`src/rtl/motor_drive_ctrl.sv`:
```
// motor_drive_ctrl: turns the 4-bit DIR command into left/right H-bridge drive
// (one PWM pin plus forward/reverse enables per wheel). Each wheel's duty slews
// toward a target and polarity reversals pass through a dead time with both
// enables low.
// Optional feature macro: SOFT_RAMP_EN. When defined, duty moves RAMP_STEP per
// ramp tick (one tick every RAMP_DIV cycles). When undefined, duty jumps to its
// goal on the next cycle; the dead time on reversal is kept either way.
module motor_drive_ctrl #(
  parameter int PWM_PERIOD = 1000,
  parameter int FULL_DUTY  = 1000,
  parameter int VEER_DUTY  = 600,
  parameter int PIVOT_DUTY = 700,
  parameter int RAMP_DIV   = 5000,
  parameter int RAMP_STEP  = 10,
  parameter int DEADTIME   = 50000
) (
  input  logic       clk,
  input  logic       rst,
  input  logic [3:0] dir_code,
  input  logic       direction,
  output logic       l_pwm,
  output logic       l_fwd,
  output logic       l_rev,
  output logic       r_pwm,
  output logic       r_fwd,
  output logic       r_rev,
  output logic       moving
);
  localparam int DW = $clog2(PWM_PERIOD + 1);
  localparam int NW = 2;  // wheel 0 = left, wheel 1 = right
  localparam logic POL_FWD = 1'b0;
  localparam logic POL_REV = 1'b1;
  localparam logic [DW-1:0] FULL_D   = DW'(FULL_DUTY);
  localparam logic [DW-1:0] VEER_D   = DW'(VEER_DUTY);
  localparam logic [DW-1:0] PIVOT_D  = DW'(PIVOT_DUTY);
  localparam logic [DW-1:0] LAST_CNT = DW'(PWM_PERIOD - 1);

  typedef struct packed {
    logic [DW-1:0] duty;
    logic          pol;
  } tgt_t;

  logic [DW-1:0] pwm_cnt_q, pwm_cnt_d;
  logic          pwm_wrap;
  logic          moving_q, moving_d;
  tgt_t          fl, fr;
  tgt_t [NW-1:0] tgt;

  logic [NW-1:0]         pwm, fwd, rev;
  logic [NW-1:0][DW-1:0] cur_duty;

  // Shared PWM carrier counter, 0..PWM_PERIOD-1
  always_comb begin
    pwm_wrap  = (pwm_cnt_q == LAST_CNT);
    pwm_cnt_d = pwm_wrap ? '0 : pwm_cnt_q + 1'b1;
  end

`ifdef SOFT_RAMP_EN
  localparam int RW = $clog2(RAMP_DIV + 1);
  localparam logic [RW-1:0] RAMP_LAST = RW'(RAMP_DIV - 1);

  logic [RW-1:0] ramp_cnt_q, ramp_cnt_d;
  logic          ramp_tick;

  // Free-running ramp divider; tick is its terminal count
  always_comb begin
    ramp_tick  = (ramp_cnt_q == RAMP_LAST);
    ramp_cnt_d = ramp_tick ? '0 : ramp_cnt_q + 1'b1;
  end

  // Ramp divider register
  always_ff @(posedge clk or negedge rst) begin
    if (!rst) ramp_cnt_q <= '0;
    else      ramp_cnt_q <= ramp_cnt_d;
  end
`endif

  // Target table: forward-motion L/R targets, then mirrored and inverted when backing up
  always_comb begin
    fl = '{duty: '0, pol: POL_FWD};
    fr = '{duty: '0, pol: POL_FWD};
    case (dir_code)
      4'b0000: begin fl.duty = FULL_D;  fr.duty = FULL_D;  end  // PROCEED
      4'b1001: begin fl.duty = FULL_D;  fr.duty = VEER_D;  end  // VEER_R
      4'b1010: begin fl.duty = FULL_D;                     end  // HARD_R
      4'b1011: begin fl.duty = PIVOT_D; fr.duty = PIVOT_D; fr.pol = POL_REV; end  // NINETY_R
      4'b0101: begin fl.duty = VEER_D;  fr.duty = FULL_D;  end  // VEER_L
      4'b0110: begin                    fr.duty = FULL_D;  end  // HARD_L
      4'b0111: begin fl.duty = PIVOT_D; fl.pol = POL_REV; fr.duty = PIVOT_D; end  // NINETY_L
      default: ;                                                // STOP / undefined
    endcase
    if (direction) begin
      tgt[0] = fl;
      tgt[1] = fr;
    end else begin
      tgt[0] = '{duty: fr.duty, pol: ~fr.pol};
      tgt[1] = '{duty: fl.duty, pol: ~fl.pol};
    end
  end

  for (genvar w = 0; w < NW; w++) begin : g_wheel
    motor_drive_wheel #(
      .DW       (DW),
      .RAMP_STEP(RAMP_STEP),
      .DEADTIME (DEADTIME)
    ) u_wheel (
      .clk     (clk),
      .rst     (rst),
`ifdef SOFT_RAMP_EN
      .tick    (ramp_tick),
`endif
      .pwm_cnt (pwm_cnt_q),
      .pwm_wrap(pwm_wrap),
      .tgt_duty(tgt[w].duty),
      .tgt_pol (tgt[w].pol),
      .pwm     (pwm[w]),
      .fwd     (fwd[w]),
      .rev     (rev[w]),
      .cur_duty(cur_duty[w])
    );
  end

  // Either wheel carrying non-zero duty counts as moving
  always_comb moving_d = |{cur_duty[0], cur_duty[1]};

  // Carrier counter and moving flag registers
  always_ff @(posedge clk or negedge rst) begin
    if (!rst) begin
      pwm_cnt_q <= '0;
      moving_q  <= 1'b0;
    end else begin
      pwm_cnt_q <= pwm_cnt_d;
      moving_q  <= moving_d;
    end
  end

  assign l_pwm  = pwm[0];
  assign l_fwd  = fwd[0];
  assign l_rev  = rev[0];
  assign r_pwm  = pwm[1];
  assign r_fwd  = fwd[1];
  assign r_rev  = rev[1];
  assign moving = moving_q;

endmodule

// motor_drive_wheel: one H-bridge channel. RUN slews duty toward the goal;
// a polarity change first drains duty to 0, then holds DEAD for DEADTIME
// cycles with both enables low before adopting the new polarity.
module motor_drive_wheel #(
  parameter int DW        = 10,
  parameter int RAMP_STEP = 10,
  parameter int DEADTIME  = 50000
) (
  input  logic          clk,
  input  logic          rst,
`ifdef SOFT_RAMP_EN
  input  logic          tick,
`endif
  input  logic [DW-1:0] pwm_cnt,
  input  logic          pwm_wrap,
  input  logic [DW-1:0] tgt_duty,
  input  logic          tgt_pol,
  output logic          pwm,
  output logic          fwd,
  output logic          rev,
  output logic [DW-1:0] cur_duty
);
  localparam int CW = $clog2(DEADTIME + 1);
  localparam logic [CW-1:0] DEAD_LOAD = CW'(DEADTIME - 1);
  localparam logic [DW-1:0] STEP_D    = DW'(RAMP_STEP);

  typedef enum logic {RUN = 1'b0, DEAD = 1'b1} state_e;

  state_e        state_q, state_d;
  logic [CW-1:0] dead_cnt_q, dead_cnt_d;
  logic [DW-1:0] cur_duty_q, cur_duty_d;
  logic [DW-1:0] applied_q, applied_d;
  logic [DW-1:0] goal;
  logic          cur_pol_q, cur_pol_d, eff_pol;
  logic          pwm_q, pwm_d, fwd_q, fwd_d, rev_q, rev_d;

  // State register
  always_ff @(posedge clk or negedge rst) begin
    if (!rst) begin
      state_q    <= RUN;
      dead_cnt_q <= '0;
      cur_duty_q <= '0;
      cur_pol_q  <= 1'b0;
      applied_q  <= '0;
      pwm_q      <= 1'b0;
      fwd_q      <= 1'b0;
      rev_q      <= 1'b0;
    end else begin
      state_q    <= state_d;
      dead_cnt_q <= dead_cnt_d;
      cur_duty_q <= cur_duty_d;
      cur_pol_q  <= cur_pol_d;
      applied_q  <= applied_d;
      pwm_q      <= pwm_d;
      fwd_q      <= fwd_d;
      rev_q      <= rev_d;
    end
  end

  // Next state: reversal sequencing, polarity latch, duty slew, period-aligned duty update
  always_comb begin
    // a zero-duty target never asks for a reversal
    eff_pol    = (tgt_duty == '0) ? cur_pol_q : tgt_pol;
    state_d    = state_q;
    dead_cnt_d = dead_cnt_q;
    cur_pol_d  = cur_pol_q;
    goal       = '0;
    case (state_q)
      RUN: begin
        goal = (eff_pol == cur_pol_q) ? tgt_duty : '0;
        if ((eff_pol != cur_pol_q) && (cur_duty_q == '0)) begin
          state_d    = DEAD;
          dead_cnt_d = DEAD_LOAD;
        end
      end
      DEAD: begin
        if (dead_cnt_q == '0) begin
          state_d   = RUN;
          cur_pol_d = eff_pol;
        end else begin
          dead_cnt_d = dead_cnt_q - 1'b1;
        end
      end
      default: state_d = RUN;
    endcase
`ifdef SOFT_RAMP_EN
    cur_duty_d = cur_duty_q;
    if (tick) begin
      if (goal > cur_duty_q)
        cur_duty_d = ((goal - cur_duty_q) > STEP_D) ? cur_duty_q + STEP_D : goal;
      else if (goal < cur_duty_q)
        cur_duty_d = ((cur_duty_q - goal) > STEP_D) ? cur_duty_q - STEP_D : goal;
    end
`else
    cur_duty_d = goal;
`endif
    // only take a new duty at the period boundary so no pulse is truncated
    applied_d = pwm_wrap ? cur_duty_q : applied_q;
  end

  // Output decode: PWM compare and exclusive polarity enables, all gated off in DEAD
  always_comb begin
    pwm_d = (state_q == RUN) && (pwm_cnt < applied_q);
    fwd_d = (state_q == RUN) && !cur_pol_q && (cur_duty_q != '0);
    rev_d = (state_q == RUN) &&  cur_pol_q && (cur_duty_q != '0);
  end

  assign pwm      = pwm_q;
  assign fwd      = fwd_q;
  assign rev      = rev_q;
  assign cur_duty = cur_duty_q;

endmodule

```
`config.mk`:
```
export PLATFORM = sky130hd
export DESIGN_NAME = motor_drive_ctrl
export DESIGN_NICKNAME = d
export VERILOG_FILES = /design/src/rtl/motor_drive_ctrl.sv
export SDC_FILE = /design/constraint.sdc
export NUM_CORES = 1
export LEC_CHECK = 0
export ABC_AREA = 1
export BUFFER_PORTS_ARGS = -buffer_cell sky130_fd_sc_hd__buf_2
export CAP_MARGIN = 10
export CORE_ASPECT_RATIO = 2
export CORE_MARGIN = 5
export CORE_UTILIZATION = 56
export DETAILED_ROUTE_END_ITERATION = 8
export PLACE_DENSITY = 0.76
export SYNTH_ARGS = -nofsm -noshare
export SYNTH_HDL_FRONTEND = slang
export SYNTH_SLANG_ARGS = --single-unit
```
`constraint.sdc`:
```
create_clock -name clk -period 1.8 [get_ports clk]
set_input_delay 0.18 -clock clk [delete_from_list [all_inputs] [get_ports clk]]
set_output_delay 0.18 -clock clk [all_outputs]
set_load 0.005 [all_outputs]
```
==> impl_metrics.toml <==
[status]
status = "completed"

[critical_path]
critPathKind = "flip-flop to flip-flop"
cp_slowest_cell = "dfrtp_1"
rr_worst_depth = 9
rrSetupSlack_ns = 0.04
r2r-start = "g_wheel[0].u_wheel.dead_cnt_q[2]$_DFFE_PN0P_"
cpPeakStageDelay_ns = 0.44
startpoint = "g_wheel[0].u_wheel.dead_cnt_q[2]$_DFFE_PN0P_"
critPathCaptureType = "flip-flop"
worst-path-stages = 9
crit_required_ns = 2.02
cp.arrival_ns = 1.99
cp_max_fo = 5
cp-start-kind = "flip-flop"
critPathBufInv = 2
crit_family = "simple AND/OR/NAND/NOR gates"
r2r-end = "g_wheel[0].u_wheel.dead_cnt_q[2]$_DFFE_PN0P_"
cp_cell_sequence = "nor2_2 -> nand2_1 -> nor2_2 -> inv_2 -> nor4_4 -> nor2_4 -> buf_4 -> nand3_1 -> nand2_1"

[cells_and_area]
fillers = 650
nets = 651
utilization_pct = 66.6
drive_above_1_share_pct = 18.0
finalNonFillerCells = 728
syn2layout_area_growth_pct = 17.2
antenna_cells = 0

[clock_network]
clock-sinks = 77
cts_buffers = 9
clk_pin_slew_ns = 0.06
h-tree-depth = 3
clockBufferDepth = 2
cts-root-buf = "clkbuf_16"
cts_tree = "built"
insertion_delay_ns = 0.34

[place]
gp_congestion = 0.966
hpwl_mm = 7.22
port_buffers = 13
place_inst = 707

[die]
core_area_um2 = 7890
dieArea_um2 = 9990
dieHeight_um = 136
initial_core_util_pct = 56.8
die_w_um = 73.2
rows = 46
ioPinCount = 14

[routing]
vias = 3945
ant_nets = 0
via_per_inst = 5.42
wl_per_cell_um = 14.1
remaining_drc_errors = 0
first_pass_iters = 4
drt_iter0_markers = 303
drt_wl_total_mm = 10.3

[timing]
tightest_slew_ns = 0.473
clock.fmax_mhz = 567
min_period_ns = 1.76
fin_worst_skew_ns = 0.00657
setup_viol = 0
tns_ns = 0
finalHoldViolations = 0
slew_headroom_pct = 68.2
maxSlewViolCount = 0
fin_crit_sh_pct = 97.9

[yosys]
syn_avg_cell_area_um2 = 7.65
synth_cells = 585
ys_types = 34
ys_ff_latch = 77
synth_nets = 609
synth_top_area_share_pct = 43.0
yosysTopAreaCell = "dfrtp_1"
synth_area_leaders = "dfrtp_1 (43%), nand2_1 (13%), nand3_1 (5.6%)"
seq_area_frac_synth_pct = 43.0
syn-cell-area_um2 = 4480
synth-warning-count = 0

[global_route]
antenna_found_initial = 0
grt_max_degree = 78
grt_pass1_wl_mm = 17.6
overflow = 0
grtUsageTotal_pct = 22.8
grt_pass1_vias = 3971

[power]
cellPowerDensity_nw_per_um2 = 1280
finalPower_mw = 6.71
vdd_drop_max_mv = 1.03
p_leak_nw = 2.64

[run]
maxCapViolCount = 0

[worst_hold_path]
hold_end = "g_wheel[0].u_wheel.cur_duty[6]$_DFF_PN0_"
min-delay-start = "direction"
hold_depth = 3
hold_class = "input pin to flip-flop"
[per-stage QoR]
step	worst slack, ns	hold slack [ns]	instance area [um^2]
3_3_place_gp	0.137	0.228	4840
3_5_place_dp	0.0796	0.233	4840
6_report	0.0378	0.183	5250
5_1_grt	-0.0498	0.192	5250
2_1_floorplan	0.0760	-0.116	4480
4_1_cts	0.0848	0.164	5170
[metal layers]
layer	global-route usage, %	share of wire [%]
met5	0	0
met4	14.6	5.6
met3	4.96	3.4
met2	38.9	54
met1	24.6	37
[kinds of logic after synthesis]
family | Yosys count | synth area share [%]
and+or+nand+nor | 336 | 34.3
buffers and inverters | 81 | 7.57
DFF | 77 | 43.0
AOI/OAI and AO/OA | 54 | 6.34
xor gates and xnor gates | 18 | 3.52
adders and majority gates | 17 | 4.75
muxes | 2 | 0.447
[report_power, final]
group          internal (mW)  switching, mW  leakage [nW]  total (mW)
logic                  0.946           1.43          1.49        2.38
clock network           1.22          0.730         0.152        1.95
registers               2.06          0.324         0.992        2.38
[tightest hold or removal path, stage by stage]
cell and delay (ns):
buf_2 0.15, nand2_1 0.08, a21oi_1 0.07
[synthesized netlist by cell type (all sizes together)]
master / instances
o21ai: 30
nand2: 170
or2: 9
nand4: 4
nor2: 71
clkinv: 2
nor4: 3
buf: 7
nand3b: 3
dfrtp: 77
o211ai: 2
ha: 17
clkbuf: 6
xnor2: 11
o21a: 2
nor3: 20
inv: 66
a21oi: 20
mux2i: 2
nand3: 56
xor2: 7
[state kept, by name, indices dropped and copies added (netlist names)]
register and cells:
g_wheel.u_wheel.applied_q 12, pwm_cnt_q 10, g_wheel.u_wheel.rev 2, moving 1, g_wheel.u_wheel.cur_pol_q 2, g_wheel.u_wheel.cur_duty 12, g_wheel.u_wheel.fwd 2, g_wheel.u_wheel.state_q 2
g_wheel.u_wheel.pwm 2, g_wheel.u_wheel.dead_cnt_q 32
[layout by cell type, fill, tap and decap left out, types with 4 or more instances in the layout]
cell type  netlist  final
or2_2            9      9
xor2_1           7      7
inv_2            8     10
nand2_4          3      4
dfrtp_1         77     76
nor3_1          20     20
nand3_1         50     50
xnor2_1         11     11
nor2_1          65     62
nand3_2          4      4
ha_1            17     16
clkbuf_16        0     10
buf_2            1     12
nor2_2           5      7
nand2_1        153    153
a21oi_1         19     19
nand2_2         14     14
nand4_1          4      4
inv_1           58     56
o21ai_0         28     28
buf_12           0      5
buf_4            4     24
[layout make-up]
class | instances | area [um^2] | share of cell area [%]
multi-input cells | 428 | 2250 | 42.8
flip-flops and latches | 77 | 1930 | 36.7
repair buffers | 43 | 375 | 7.15
inverters | 68 | 255 | 4.86
clock buffers | 9 | 225 | 4.29
well taps | 96 | 120 | 2.29
clock inverters | 7 | 97.6 | 1.86
[how the worst max path moves through the flow]
stage,to
5_1_grt,g_wheel[0].u_wheel.dead_cnt_q[15]$_DFFE_PN0P_
3_3_place_gp,g_wheel[0].u_wheel.dead_cnt_q[12]$_DFFE_PN0P_
4_1_cts,g_wheel[0].u_wheel.dead_cnt_q[2]$_DFFE_PN0P_
3_5_place_dp,g_wheel[0].u_wheel.dead_cnt_q[2]$_DFFE_PN0P_
2_1_floorplan,g_wheel[0].u_wheel.dead_cnt_q[10]$_DFFE_PN0P_
6_report,g_wheel[0].u_wheel.dead_cnt_q[2]$_DFFE_PN0P_
[repair_timing]
action / 4_1_cts / 5_1_grt
setup endpoints to repair: 0 / 17
buffers inserted: 0 / 2
hold buffers: 1 / 0
resized for setup: 0 / 10
hold endpoints to repair: 77 / 0
Power figures use the tool's default switching activity.
